$ cat src/rtl/toy_fetch_unit_if.sv
// toy_fetch_unit_if: bundles the instruction-memory read port and the
// opcode/operand issue port of the toy fetch unit.
//
// Handshakes:
//   imem:  the fetch unit raises imem_req with imem_addr and holds both until
//          imem_ack=1; imem_rdata is consumed on that same edge.
//   issue: the fetch unit raises instr_valid with opcode/operand held stable;
//          the instruction retires on the edge where instr_valid=1 and
//          instr_ready=1. carry/zero are meaningful only on that edge.
//
// Modports:
//   master - the fetch unit (drives req/addr, opcode/operand/valid)
//   slave  - memory + datapath side (drives ack/rdata, ready, flags)
interface toy_fetch_unit_if #(
  parameter int PC_W = 8
);
  logic              imem_req;
  logic [PC_W-1:0]   imem_addr;
  logic              imem_ack;
  logic [PC_W+3:0]   imem_rdata;
  logic [3:0]        opcode;
  logic [PC_W-1:0]   operand;
  logic              instr_valid;
  logic              instr_ready;
  logic              carry;
  logic              zero;

  modport master (
    output imem_req, imem_addr, opcode, operand, instr_valid,
    input  imem_ack, imem_rdata, instr_ready, carry, zero
  );

  modport slave (
    input  imem_req, imem_addr, opcode, operand, instr_valid,
    output imem_ack, imem_rdata, instr_ready, carry, zero
  );
endinterface

$ cat src/rtl/toy_fetch_unit.sv
// toy_fetch_unit: instruction sequencer for the toy accumulator CPU.
// Fetches one instruction at a time from instruction memory, presents it to
// the decoder, and on retirement resolves the next PC (JMP/BCC/BNE or PC+1).
// Fetching opcode 4'b0111 halts the unit until reset.
//
// Ports:
//   clk, rst_n  - rising-edge clock, asynchronous active-low reset
//   start       - leave IDLE and begin fetching from pc (ignored elsewhere)
//   bus         - toy_fetch_unit_if.master (imem req/ack, issue valid/ready,
//                 carry/zero flags)
//   pc          - current program counter
//   illegal     - sticky, set when the illegal opcode is fetched
//   retired     - saturating count of retired instructions
//   state_dbg   - current FSM state (0 IDLE, 1 FETCH, 2 ISSUE, 3 HALT)
module toy_fetch_unit #(
  parameter int PC_W  = 8,
  parameter int RET_W = 16
) (
  input  logic             clk,
  input  logic             rst_n,
  input  logic             start,
  toy_fetch_unit_if.master bus,
  output logic [PC_W-1:0]  pc,
  output logic             illegal,
  output logic [RET_W-1:0] retired,
  output logic [1:0]       state_dbg
);

  typedef enum logic [1:0] {
    S_IDLE  = 2'd0,
    S_FETCH = 2'd1,
    S_ISSUE = 2'd2,
    S_HALT  = 2'd3
  } state_t;

  localparam logic [3:0] OP_JMP = 4'b0000;
  localparam logic [3:0] OP_ILL = 4'b0111;
  localparam logic [3:0] OP_BCC = 4'b1010;
  localparam logic [3:0] OP_BNE = 4'b1011;

  state_t           state_q, state_d;
  logic [PC_W-1:0]  pc_q, pc_d;
  logic [RET_W-1:0] ret_q, ret_d;
  logic [3:0]       opc_q, opc_d;
  logic [PC_W-1:0]  opr_q, opr_d;
  logic             req_q, req_d;
  logic             valid_q, valid_d;
  logic             ill_q, ill_d;

  logic [3:0]       fetched_opc;
  logic             take_branch;

  assign fetched_opc = bus.imem_rdata[PC_W+3:PC_W];

  // Flags are only looked at here, and this term is only used on the
  // retire edge, so flag activity during the wait has no effect.
  assign take_branch = (opc_q == OP_JMP) ||
                       ((opc_q == OP_BCC) && !bus.carry) ||
                       ((opc_q == OP_BNE) && !bus.zero);

  always_comb begin
    state_d = state_q;
    pc_d    = pc_q;
    ret_d   = ret_q;
    opc_d   = opc_q;
    opr_d   = opr_q;
    req_d   = req_q;
    valid_d = valid_q;
    ill_d   = ill_q;

    case (state_q)
      S_IDLE: begin
        if (start) begin
          state_d = S_FETCH;
          req_d   = 1'b1;
        end
      end

      S_FETCH: begin
        if (bus.imem_ack) begin
          opc_d = fetched_opc;
          opr_d = bus.imem_rdata[PC_W-1:0];
          req_d = 1'b0;
          if (fetched_opc == OP_ILL) begin
            state_d = S_HALT;
            ill_d   = 1'b1;
          end else begin
            state_d = S_ISSUE;
            valid_d = 1'b1;
          end
        end
      end

      S_ISSUE: begin
        if (bus.instr_ready) begin
          pc_d    = take_branch ? opr_q : pc_q + PC_W'(1);
          if (ret_q != '1) begin
            ret_d = ret_q + RET_W'(1);
          end
          valid_d = 1'b0;
          // Go straight back to fetching: req rises in the first FETCH cycle.
          req_d   = 1'b1;
          state_d = S_FETCH;
        end
      end

      S_HALT: begin
        req_d   = 1'b0;
        valid_d = 1'b0;
      end

      default: begin
        state_d = S_IDLE;
        req_d   = 1'b0;
        valid_d = 1'b0;
      end
    endcase
  end

  always_ff @(posedge clk or negedge rst_n) begin
    if (!rst_n) begin
      state_q <= S_IDLE;
      pc_q    <= '0;
      ret_q   <= '0;
      opc_q   <= '0;
      opr_q   <= '0;
      req_q   <= 1'b0;
      valid_q <= 1'b0;
      ill_q   <= 1'b0;
    end else begin
      state_q <= state_d;
      pc_q    <= pc_d;
      ret_q   <= ret_d;
      opc_q   <= opc_d;
      opr_q   <= opr_d;
      req_q   <= req_d;
      valid_q <= valid_d;
      ill_q   <= ill_d;
    end
  end

  // imem_addr comes straight from the pc register, so it is registered too.
  assign bus.imem_req    = req_q;
  assign bus.imem_addr   = pc_q;
  assign bus.opcode      = opc_q;
  assign bus.operand     = opr_q;
  assign bus.instr_valid = valid_q;
  assign pc              = pc_q;
  assign illegal         = ill_q;
  assign retired         = ret_q;
  assign state_dbg       = state_q;

endmodule

$ cat src/flat_wrapper.sv
// flat-port wrapper written by rule: the top's interface ports become plain ports
module toy_fetch_unit_flat 
#(
  parameter int PC_W  = 8,
  parameter int RET_W = 16
)
  (clk, rst_n, start, pc, illegal, retired, state_dbg, bus_imem_req, bus_imem_addr, bus_opcode, bus_operand, bus_instr_valid, bus_imem_ack, bus_imem_rdata, bus_instr_ready, bus_carry, bus_zero);
  toy_fetch_unit_if #(.PC_W(PC_W)) bus_i ();
  input  logic clk;
  input  logic rst_n;
  input  logic start;
  output logic [PC_W-1:0] pc;
  output logic illegal;
  output logic [RET_W-1:0] retired;
  output logic [1:0] state_dbg;
  output wire logic [$bits(bus_i.imem_req)-1:0] bus_imem_req;
  output wire logic [$bits(bus_i.imem_addr)-1:0] bus_imem_addr;
  output wire logic [$bits(bus_i.opcode)-1:0] bus_opcode;
  output wire logic [$bits(bus_i.operand)-1:0] bus_operand;
  output wire logic [$bits(bus_i.instr_valid)-1:0] bus_instr_valid;
  input wire logic [$bits(bus_i.imem_ack)-1:0] bus_imem_ack;
  input wire logic [$bits(bus_i.imem_rdata)-1:0] bus_imem_rdata;
  input wire logic [$bits(bus_i.instr_ready)-1:0] bus_instr_ready;
  input wire logic [$bits(bus_i.carry)-1:0] bus_carry;
  input wire logic [$bits(bus_i.zero)-1:0] bus_zero;
  assign bus_imem_req = bus_i.imem_req;
  assign bus_imem_addr = bus_i.imem_addr;
  assign bus_opcode = bus_i.opcode;
  assign bus_operand = bus_i.operand;
  assign bus_instr_valid = bus_i.instr_valid;
  assign bus_i.imem_ack = bus_imem_ack;
  assign bus_i.imem_rdata = bus_imem_rdata;
  assign bus_i.instr_ready = bus_instr_ready;
  assign bus_i.carry = bus_carry;
  assign bus_i.zero = bus_zero;
  toy_fetch_unit #(.PC_W(PC_W), .RET_W(RET_W)) u_core (.clk(clk), .rst_n(rst_n), .start(start), .bus(bus_i), .pc(pc), .illegal(illegal), .retired(retired), .state_dbg(state_dbg));
endmodule
$ cat config.mk
export PLATFORM = sky130hd
export DESIGN_NAME = toy_fetch_unit_flat
export DESIGN_NICKNAME = d
export VERILOG_FILES = /design/src/rtl/toy_fetch_unit_if.sv /design/src/rtl/toy_fetch_unit.sv /design/src/flat_wrapper.sv
export SDC_FILE = /design/constraint.sdc
export NUM_CORES = 1
export LEC_CHECK = 0
export ABC_AREA = 1
export BUFFER_PORTS_ARGS = -buffer_cell sky130_fd_sc_hd__buf_2
export CORE_AREA = 8 8 92 94
export CTS_BUF_LIST = sky130_fd_sc_hd__clkbuf_8
export DETAILED_ROUTE_END_ITERATION = 16
export DIE_AREA = 0 0 100 102
export PLACE_DENSITY_LB_ADDON = 0.1
export SETUP_SLACK_MARGIN = 0.4
export SLEW_MARGIN = 20
export SYNTH_ARGS = -nofsm -noshare
export SYNTH_HDL_FRONTEND = slang
export SYNTH_SLANG_ARGS = --single-unit
export TNS_END_PERCENT = 5
$ cat constraint.sdc
create_clock -name clk -period 3 [get_ports clk]
set_input_delay 0.6 -clock clk [delete_from_list [all_inputs] [get_ports clk]]
set_output_delay 0.6 -clock clk [all_outputs]
set_load 0.02 [all_outputs]
[Word-level counts from Yosys, hierarchy flattened]
Index checks and enable logic that the tools add are counted.
Operators by class
  mux-type cells: 14
  reductions and logical operators: 17
  equality and inequality tests: 11
  add/sub/neg operators: 2
Operators with widths (number)
  $add 16x1->16 const B: 1
  $ne 16x16->1 const B: 1
  $reduce_and 3->1: 3
  $add 8x1->8 const B: 1
  $eq 4x4->1 const B: 2
  $mux 8: 1
  $ne 2x2->1 const B: 4
  $reduce_and 4->1: 2
  $mux 1: 7
  $mux 2: 3
  $pmux 2 s3: 1
  $reduce_bool 3->1: 2
  $eq 2x2->1 const B: 2
  $eq 4x3->1 const B: 1
  $logic_not 4->1: 1
  $pmux 1 s4: 1
  $reduce_and 2->1: 2
  $pmux 1 s3: 1
  $eq 2x1->1 const B: 1
  $logic_and 1x1->1: 2
  $logic_not 1->1: 2
  $logic_not 2->1: 1
  $logic_or 1x1->1: 2
Storage, ports and cells
  register bits after elaboration: 41
  bits of input ports: 19
  output and inout port bits: 49
  logic and storage cells: 52

[Logic depth before layout (Yosys ltp)]
Gate-level depths: netlist (run 1).
  depth in word-level cells: 5
  gate-level depth with buffers: 9
  gate-level depth less buffers: 9

[Worst setup path before layout (run 1)]
OpenSTA, ideal clock, no wires.
  kind: register -> register
  start: reg u_core.ret_q[0], in the netlist u_core.retired[0]
  end: reg u_core.ret_q[7], in the netlist u_core.retired[7]
  arrival time: 1497 ps
  data required time: 2882 ps
  period minus slack after synthesis: 1616 ps
  stages on the path, launching flop included: 10
  path slack: 1384 ps
  library setup time: 118 ps
  buffers on the path: 1
  cells stage by stage: dfrtp_1 ha_1 nand3_2 inv_1 nand3_2 nand2_4 nand2_2 buf_6 nand2_1 o21ai_2
Between the ends
  cells in the longest elaborated chain, start to end: 2
  elaborated cells between the ends (all ways): 3
  classes of those cells: add/sub: 1; eq/ne: 1; reduce/logical: 1
RTL lines
  start, declared: RTL line toy_fetch_unit.sv:43  | logic [RET_W-1:0] ret_q, ret_d;
  start signal, assigned: RTL line toy_fetch_unit.sv:133  | ret_q <= ret_d;
  branches (longest 2 deep; another with $add 16x1->16)
Parallel ways; which one is timed is not known.
A chain may end at the register's enable or synchronous reset.

[Worst setup path in the final report (run 1)]
  start: reg u_core.ret_q[0], in the netlist u_core.retired[0]
  end: reg u_core.ret_q[11], in the netlist u_core.retired[11]
The elaborated chain is that of the path after synthesis.

==> run_results.csv, run 1 <==
group,metric,value,unit
run_status,run_status,"completed",
run,drv_cap,0,
clocking,post_cts_buffers,0,
clocking,htree_levels,2,
logic_synthesis,synth_cells,322,
critical_path,path_class,"flip-flop to flip-flop",
critical_path,reg2reg_from,"u_core.retired[0]$_DFFE_PN0P_",
critical_path,rrSetupSlack,1.16,ns
die,core,0.00706,sq mm
critical_path,path_common_cell,"nand3_2",
sta,drv_slew,0,
clocking,clock_path_buffers,2,
critical_path,cp.arrival,2.01,ns
power,cellPowerDensity,957,mW/mm^2
critical_path,crit_family,"simple AND/OR/NAND/NOR gates",
logic_synthesis,synth_area,0.00239,sq mm
finish,nFillCells,804,
logic_synthesis,syn_nets,343,
route,wl_per_cell,13.3,microns
finish,drive_gt1_share,23.8,%
die,die_h,102,microns
logic_synthesis,yosysSeqAreaShare,42.9,%
grt,track_usage,13.0,%
placed_design,dpl.hpwl,4790,microns
logic_synthesis,synth_edf_count,0,
power,peakVddDrop,364,uV
grt,grt_first_pass_wirelength,10700,microns
finish,area_growth_syn_to_layout,18.1,%
die,initial_core_util,33.9,%
sta,finalCriticalPeriod,1.84,ns
logic_synthesis,ys_seq_elements,41,
critical_path,reg2reg_to,"u_core.retired[11]$_DFFE_PN0P_",
critical_path,crit_path_end_kind,"flip-flop",
sta,setup_viol,0,
clocking,clk_pin_slew_worst_paths,0.08,ns
critical_path,max_stage_delay,0.46,ns
sta,slew_headroom,34.4,%
route,wl_met3,296,microns
grt,antenna_found_initial,0,
sta,fin_ws,1.16,ns
die,die_w,100,microns
clocking,clk_latency,0.30,ns
finish,final_util,40.0,%
critical_path,r2r_cells,8,
critical_path,critical_path.slowest_cell,"dfrtp_1",
route,vias,2190,
sta,finalHoldViolCount,0,
logic_synthesis,async_reset_ff_share,100,%
grt,grt_max_degree,42,
logic_synthesis,yosys_warnings,0,
clocking,cts_hold_buf,0,
logic_synthesis,synth_top_area_share,42.9,%
route,top_layer,"met4",
finish,nets,405,
route,vias_per_cell,4.54,
sta,post-route-period-util,61.2,%
logic_synthesis,syn_area_per_cell,7.43,sq um
logic_synthesis,yosys.area.top_type,"dfrtp_1",
min_path,holdCritPathClass,"input port to asynchronous set/reset pin",
critical_path,cp_num_buf_inv,1,
placed_design,gp_congestion,0.816,
logic_synthesis,ys.flop_type,"dfrtp_1",
finish,final_cell_area,0.00282,sq mm
clocking,cts_tree,"built",
clocking,clockRootBuffer,"clkbuf_8",
grt,grt_pass1_vias,2184,
critical_path,crit_required,3.17,ns
logic_synthesis,synthTopCellsByArea,"dfrtp_1 43%, nand2_1 20%, nand3_1 6.7%",
grt,grt.overflow.total,0,
finish,seqCellArea,0.00103,sq mm
die,die-area,0.0102,sq mm
placed_design,portBuffers,67,
placed_design,place_area,0.00275,sq mm
route,drc,0,
logic_synthesis,synth_most_common_cell,"nand2_1",
die,ios,68,
placed_design,pre_cts_slack,1.06,ns
route,drt_iter0_markers,90,
clocking,cts_resized,0,
route,wl,6410,microns
die,row_count,31,
sta,fin_worst_skew,0.00716,ns
critical_path,crit_fanout,20,
power,p_leak,1.52,nW
route,firstDrtPassIters,4,
finish,num_antenna_cells,0,
finish,multi_input_area,0.00113,sq mm
sta,fmax,544,MHz
power,power,2.70,mW
logic_synthesis,synthTopCellsByCount,"130 x nand2_1, 41 x dfrtp_1, 32 x inv_1, 32 x nand3_1, 20 x nor2_1",
sta,worstMarginPinSlew,0.984,ns
route,final_antenna_net_count,0,
critical_path,worstPathCellList,"ha_1 -> nand3_2 -> inv_1 -> nand3_2 -> nand2_4 -> nand2_2 -> nand2_1 -> o21ai_2",
route,dr_wl_met2,2930,microns
route,wl_met1,3100,microns
sta,rsz0062_at_grt,"no",
logic_synthesis,synth.distinct_cells,26,
critical_path,start_kind,"flip-flop",
sta,tns,0,ns
clocking,cts_buffers,5,
clocking,cts_sinks,41,
==> report_power, final <==
| group | switching [mW] | leakage (nW) | internal [mW] |
|---|---|---|---|
| clock network | 0.195 | 0.0399 | 0.153 |
| registers | 0.239 | 0.522 | 0.757 |
| logic | 0.909 | 0.960 | 0.449 |
| total | 1.34 | 1.52 | 1.36 |
==> layout by cell type (no fill, tap or decap), types with 2 or more instances in the layout <==
cell type  count
clkbuf_8       5
inv_2          2
buf_2         67
dfrtp_1       41
xor2_1         8
nor2_2         2
o21ai_2        5
o21bai_1       3
inv_1         32
o21ai_0        8
nand2_2        2
nand3_2        2
nor2_1        20
nand2_1      130
ha_1           2
nand4_1        7
nand3_1       32
nand3b_1       5
==> routing by layer <==
layer | vias to the layer above | global-route usage, %
li1 | 1130 | -
met1 | 1013 | 16.7
met2 | 42 | 20.7
met3 | 5 | 3.34
met4 | 0 | 4.19
met5 | - | 0
==> flip-flops by register name, summed over array words and instances, names as in the netlist <==
signal and cells:
u_core.bus.instr_valid 1, u_core.state_dbg 2, u_core.illegal 1, u_core.bus.operand 8, u_core.retired 16, u_core.bus.imem_addr 8
u_core.bus.imem_req 1, u_core.bus.opcode 4
==> worst max-delay path by stage <==
stage	to	from	cells past startpoint
5_1_grt	u_core.retired[7]$_DFFE_PN0P_	u_core.retired[0]$_DFFE_PN0P_	8
4_1_cts	u_core.retired[11]$_DFFE_PN0P_	u_core.retired[0]$_DFFE_PN0P_	8
3_3_place_gp	u_core.retired[9]$_DFFE_PN0P_	bus_instr_ready	8
6_report	u_core.retired[11]$_DFFE_PN0P_	u_core.retired[0]$_DFFE_PN0P_	8
3_5_place_dp	u_core.retired[9]$_DFFE_PN0P_	bus_instr_ready	8
2_1_floorplan	u_core.retired[7]$_DFFE_PN0P_	u_core.retired[0]$_DFFE_PN0P_	9
==> cell type report <==
| class | count | area share (%) |
|---|---|---|
| well taps | 99 | 4.39 |
| clock inverters | 1 | 0.177 |
| flip-flops and latches | 41 | 36.3 |
| repair buffers | 68 | 12.1 |
| inverters | 34 | 4.52 |
| multi-input cells | 234 | 40.0 |
| clock buffers | 5 | 2.44 |
==> kinds of logic after synthesis <==
| logic type | after synthesis | share of synthesized area, % |
|---|---|---|
| simple gates | 204 | 37.4 |
| buf+inv | 47 | 9.89 |
| flops | 41 | 42.9 |
| compound gates | 19 | 5.49 |
| xor+xnor | 9 | 3.30 |
| fa+ha+maj | 2 | 1.05 |
==> through the flow <==
step                hold WS, ns  std cells
floorplan                 0.304        322
global placement          0.459        476
detailed placement        0.463        476
CTS                       0.488        482
global route              0.516        482
finish                    0.444        482
(Power assumes the default switching activity.)
==> inputs of run 2 (changes only) <==
==> constraint.sdc (replaced) <==
create_clock -name clk -period 1.5 [get_ports clk]
set_input_delay 0.3 -clock clk [delete_from_list [all_inputs] [get_ports clk]]
set_output_delay 0.3 -clock clk [all_outputs]
set_load 0.02 [all_outputs]
==> run 2 against run 1 <==
  * Critical path depth did not move
  * Clock-buffer cell count increased by 1
  * Highest routed layer unchanged
  * Worst setup slack got worse by 1.0 ns
  * Die area unchanged
  * Via count is 9.0% higher
  * Non-clock buffer count grew 37
==> run_results.csv, run 2 (synthesis results as in run 1) <==
group,metric,value,unit
critical_path,crit_path_end_kind,"flip-flop",
die,die-area,0.0102,sq mm
sta,rsz0062_at_grt,"yes",
clocking,cts_buffers,5,
critical_path,critical_path.slowest_cell,"dfrtp_2",
critical_path,crit_fanout,6,
critical_path,worstPathCellList,"ha_4 -> nand3_4 -> inv_4 -> nand3_4 -> nand2_8 -> nand2_4 -> nand2_1 -> nand2_1",
route,firstDrtPassIters,4,
finish,drive_gt1_share,39.3,%
route,drc,0,
sta,post-route-period-util,92.2,%
finish,final_cell_mix,"121 x nand2_1, 64 x buf_2, 33 x dfrtp_1",
die,die_w,100,microns
finish,layout.cells.most_common,"nand2_1",
finish,final_cell_area,0.00341,sq mm
finish,largest_reg_flops,16,
clocking,cts_tree,"built",
grt,grt_first_pass_wirelength,11900,microns
power,p_leak,1.77,nW
route,wl,7090,microns
sta,finalHoldViolCount,0,
grt,track_usage,14.5,%
finish,area_growth_syn_to_layout,42.6,%
grt,grt.overflow.total,0,
sta,drv_slew,0,
grt,grt_pass1_vias,2502,
clocking,clock_path_buffers,2,
power,cellPowerDensity,1880,mW/mm^2
critical_path,crit_required,1.69,ns
sta,fin_worst_skew,0.00200,ns
min_path,holdCritPathClass,"input port to flip-flop",
grt,antenna_found_initial,0,
route,wl_per_cell,13.5,microns
critical_path,path_class,"flip-flop to flip-flop",
sta,worstMarginPinSlew,0.393,ns
critical_path,start_kind,"flip-flop",
clocking,htree_levels,2,
route,vias_per_cell,4.56,
route,drt_iter0_markers,90,
placed_design,dpl.hpwl,5050,microns
grt,grt_max_degree,29,
finish,final_util,48.3,%
die,die_h,102,microns
finish,num_antenna_cells,0,
die,row_count,31,
sta,whs,0.205,ns
route,final_antenna_net_count,0,
die,ios,68,
finish,nets,445,
placed_design,gp_congestion,0.781,
sta,fmax,723,MHz
critical_path,max_stage_delay,0.42,ns
sta,setup_viol,0,
placed_design,place_area,0.00294,sq mm
placed_design,portBuffers,67,
sta,slew_headroom,73.8,%
route,vias,2387,
clocking,clk_pin_slew_worst_paths,0.08,ns
clocking,clk_latency,0.29,ns
clocking,cts_sinks,41,
clocking,clockRootBuffer,"clkbuf_8",
run_status,run_status,"completed",
sta,finalCriticalPeriod,1.38,ns
sta,tns,0,ns
power,power,6.40,mW
run,drv_cap,0,
critical_path,cp.arrival,1.58,ns
power,peakVddDrop,834,uV
die,core,0.00706,sq mm
die,initial_core_util,33.9,%
## run 2: final cells by class
type	count	area (sq um)
fillers	754	3650
multi-input cells	237	1320
flip-flops and latches	41	1040
repair buffers	105	686
inverters	34	133
well taps	99	124
clock buffers	6	82.6
clock inverters	2	33.8
## run 2: per-stage QoR
step	setup WS (ns)	cells
finish	0.118	524
global route	0.0625	524
CTS	0.168	520
detailed placement	0.0425	493
global placement	0.0492	493
floorplan	0.0592	322
## run 2: what timing repair did
| action | CTS | global route |
|---|---|---|
| hold buffers | 1 | 0 |
| gates resized for setup | 34 | 12 |
| pin swaps | 10 | 7 |
| gates cloned | 2 | 2 |
| setup endpoints to repair | 90 | 90 |
| setup buffers | 16 | 2 |
| endpoints found under the hold margin | 13 | 0 |
## run 2: final timing paths
kind,from,end,slack [ns],cells past startpoint
max,u_core.retired[0]$_DFFE_PN0P_,u_core.retired[14]$_DFFE_PN0P_,0.12,8
min,bus_imem_rdata[0],u_core.bus.operand[0]$_DFFE_PN0P_,0.21,3
max reg2reg,u_core.retired[0]$_DFFE_PN0P_,u_core.retired[14]$_DFFE_PN0P_,0.12,8
min reg2reg,u_core.illegal$_DFFE_PN0P_,u_core.illegal$_DFFE_PN0P_,0.49,1
max in group asynchronous,rst_n,u_core.retired[10]$_DFFE_PN0P_,0.55,3
min in group asynchronous,rst_n,u_core.bus.opcode[2]$_DFFE_PN0P_,0.46,2
## run 2: worst max-delay path: cells and delay by family, from the launching register on
family	cells	cell delay (ns)
buffers and inverters	1	0.09
AND/OR/NAND/NOR	6	0.60
adder cells (fa/ha/maj)	1	0.16
flip-flops	1	0.42
## run 2: power breakdown
part / internal, mW / leakage [nW] / switching (mW) / total (mW)
Sequential: 1.53 / 0.510 / 0.427 / 1.95
Clock: 0.536 / 0.0626 / 0.396 / 0.932
Combinational: 1.39 / 1.20 / 2.13 / 3.52
## run 2: layer usage
metal	GRT usage, %	up-vias	share of wire (%)
li1	-	1219	-
met1	17.1	1107	45
met2	24.8	52	48
met3	4.22	9	5.9
met4	4.65	0	1.1
met5	0	-	0
==> inputs of run 3 (changes only) <==
--- a/config.mk
+++ b/config.mk
@@ -6,7 +6,7 @@
 export NUM_CORES = 1
 export LEC_CHECK = 0
 export ABC_AREA = 1
-export BUFFER_PORTS_ARGS = -buffer_cell sky130_fd_sc_hd__buf_2
+export BUFFER_PORTS_ARGS = -buffer_cell sky130_fd_sc_hd__clkbuf_2
 export CORE_AREA = 8 8 92 94
 export CTS_BUF_LIST = sky130_fd_sc_hd__clkbuf_8
 export DETAILED_ROUTE_END_ITERATION = 16
==> run 3 against run 2 <==
  * Wire length shrank 6.2%
  * Clock power shrank 20%
  * Combinational power shrank 8.8%
  * Final cell count shrank 2.5%
  * Register-to-register slack is essentially flat
  * Maximum frequency grew 0.33%
  * Via count shrank 3.1%
  * Worst setup slack gained 0.0046 ns
  * Sequential share of layout area grew 2.0 points
==> run_results.csv, run 3 (synthesis results as in run 1) <==
group,metric,value,unit
sta,worstMarginPinSlew,0.319,ns
critical_path,startpoint,"u_core.retired[6]$_DFFE_PN0P_",
sta,slew_headroom,78.6,%
finish,final_cells,511,
power,cellPowerDensity,1840,mW/mm^2
route,wl,6650,microns
sta,fin_worst_skew,0.00614,ns
finish,nFillCells,747,
placed_design,dpl.hpwl,4800,microns
clocking,clk_latency,0.30,ns
finish,layout.cells.most_common,"nand2_1",
sta,fmax,726,MHz
sta,finalCriticalPeriod,1.38,ns
route,firstDrtPassIters,4,
clocking,cts_tree,"built",
sta,finalHoldViolCount,0,
grt,track_usage,13.5,%
critical_path,r2r_cells,7,
placed_design,portBuffers,67,
grt,grt_first_pass_wirelength,11000,microns
finish,final_cell_mix,"124 x nand2_1, 67 x clkbuf_2, 32 x inv_1",
sta,whs,0.206,ns
critical_path,path_class,"flip-flop to flip-flop",
critical_path,cp.arrival,1.61,ns
clocking,cts_sinks,41,
route,drc,0,
sta,tns,0,ns
critical_path,reg2reg_from,"u_core.retired[6]$_DFFE_PN0P_",
clocking,cts_buffers,5,
die,die_w,100,microns
clocking,clk_pin_slew_worst_paths,0.08,ns
run_status,run_status,"completed",
sta,setup_viol,0,
grt,grt.overflow.total,0,
placed_design,dp.cells,491,
critical_path,crit_fanout,5,
power,p_leak,1.68,nW
sta,drv_slew,0,
finish,largest_reg_flops,16,
die,die_h,102,microns
grt,grt_max_degree,42,
die,initial_core_util,33.9,%
route,vias_per_cell,4.53,
run,drv_cap,0,
die,ios,68,
clocking,clockRootBuffer,"clkbuf_8",
critical_path,start_kind,"flip-flop",
critical_path,crit_required,1.74,ns
sta,rsz0062_at_grt,"yes",
finish,drive_gt1_share,34.7,%
finish,area_growth_syn_to_layout,34.2,%
die,die-area,0.0102,sq mm
critical_path,crit_end,"u_core.retired[1]$_DFFE_PN0P_",
placed_design,gp_congestion,0.800,
sta,post-route-period-util,91.9,%
route,drt_iter0_markers,97,
route,final_antenna_net_count,0,
route,vias,2313,
min_path,holdCritPathClass,"input port to flip-flop",
critical_path,reg2reg_to,"u_core.retired[1]$_DFFE_PN0P_",
finish,seqCellArea,0.00104,sq mm
finish,multi_input_area,0.00125,sq mm
power,peakVddDrop,752,uV
finish,nets,433,
finish,num_antenna_cells,0,
clocking,htree_levels,2,
grt,grt_pass1_vias,2300,
critical_path,rrSetupSlack,0.12,ns
grt,antenna_found_initial,0,
route,wl_per_cell,13.0,microns
die,row_count,31,
die,core,0.00706,sq mm
clocking,clock_path_buffers,2,
critical_path,crit_path_end_kind,"flip-flop",
## run 3: cell types whose count changed in the layout (fill, tap and decap cells not counted), moves of 6 or more
cell      previous run  this run
buf_6                6         0
nand3_1             25        31
nand3_2              7         1
buf_4               31        23
clkbuf_2             0        67
buf_2               64         0
## run 3: repair_timing
action,4_1_cts,5_1_grt
pin swaps,5,8
gates cloned,1,2
hold endpoints to repair,41,0
setup endpoints to repair,89,89
setup buffers,5,4
hold buffers,1,0
gates resized for setup,11,8
## run 3: through the flow
step	area, sq um	setup slack [ns]	util, %	power (mW)
detailed placement	2930	0.0267	41.5	5.00
floorplan	2450	0.0592	-	4.09
global placement	2930	0.0184	41.5	4.99
finish	3210	0.122	45.4	5.92
global route	3210	0.0496	45.4	6.44
CTS	3120	0.147	44.2	5.91
## run 3: metal layers
layer / vias to the layer above / share of wire [%] / track usage (%)
met5: - / 0 / 0
met4: 0 / 1.1 / 4.19
met3: 5 / 5.1 / 4.22
met2: 48 / 46 / 21.2
met1: 1073 / 48 / 17.2
li1: 1187 / - / -
## run 3: worst min-delay path by stage
stage / slack, ns / endpoint / cells after the start / from
after global placement: 0.30 / u_core.bus.opcode[2]$_DFFE_PN0P_ / 2 / rst_n
after CTS: 0.20 / u_core.bus.operand[1]$_DFFE_PN0P_ / 3 / bus_imem_rdata[1]
final: 0.21 / u_core.bus.operand[1]$_DFFE_PN0P_ / 3 / bus_imem_rdata[1]
after floorplan: 0.004 / u_core.bus.imem_addr[0]$_DFFE_PN0P_ / 0 / rst_n
after detailed placement: 0.30 / u_core.bus.opcode[0]$_DFFE_PN0P_ / 2 / rst_n
after global routing: 0.21 / u_core.bus.operand[4]$_DFFE_PN0P_ / 3 / bus_imem_rdata[4]
## run 3: area by class of cell
type | instances | share of cell area [%]
clock buffer | 6 | 2.57
tap | 99 | 3.86
sequential | 41 | 32.4
inverter | 34 | 4.06
multi-input combinational | 236 | 39.0
clock inverter | 1 | 0.117
timing repair buffer | 94 | 18.0
## run 3: power breakdown
part / total, mW / internal [mW] / switching [mW]
Combinational: 3.21 / 1.19 / 2.02
Sequential: 1.96 / 1.53 / 0.434
Clock: 0.742 / 0.359 / 0.383
Total: 5.92 / 3.08 / 2.84
## run 3: critical path: stages (launching register included)
cell       delay, ns
dfrtp_2         0.42
nand2_1         0.14
nor2_2          0.20
nand3_4         0.13
nand2_8         0.15
clkbuf_16       0.15
nand3_1         0.06
nand2_1         0.07
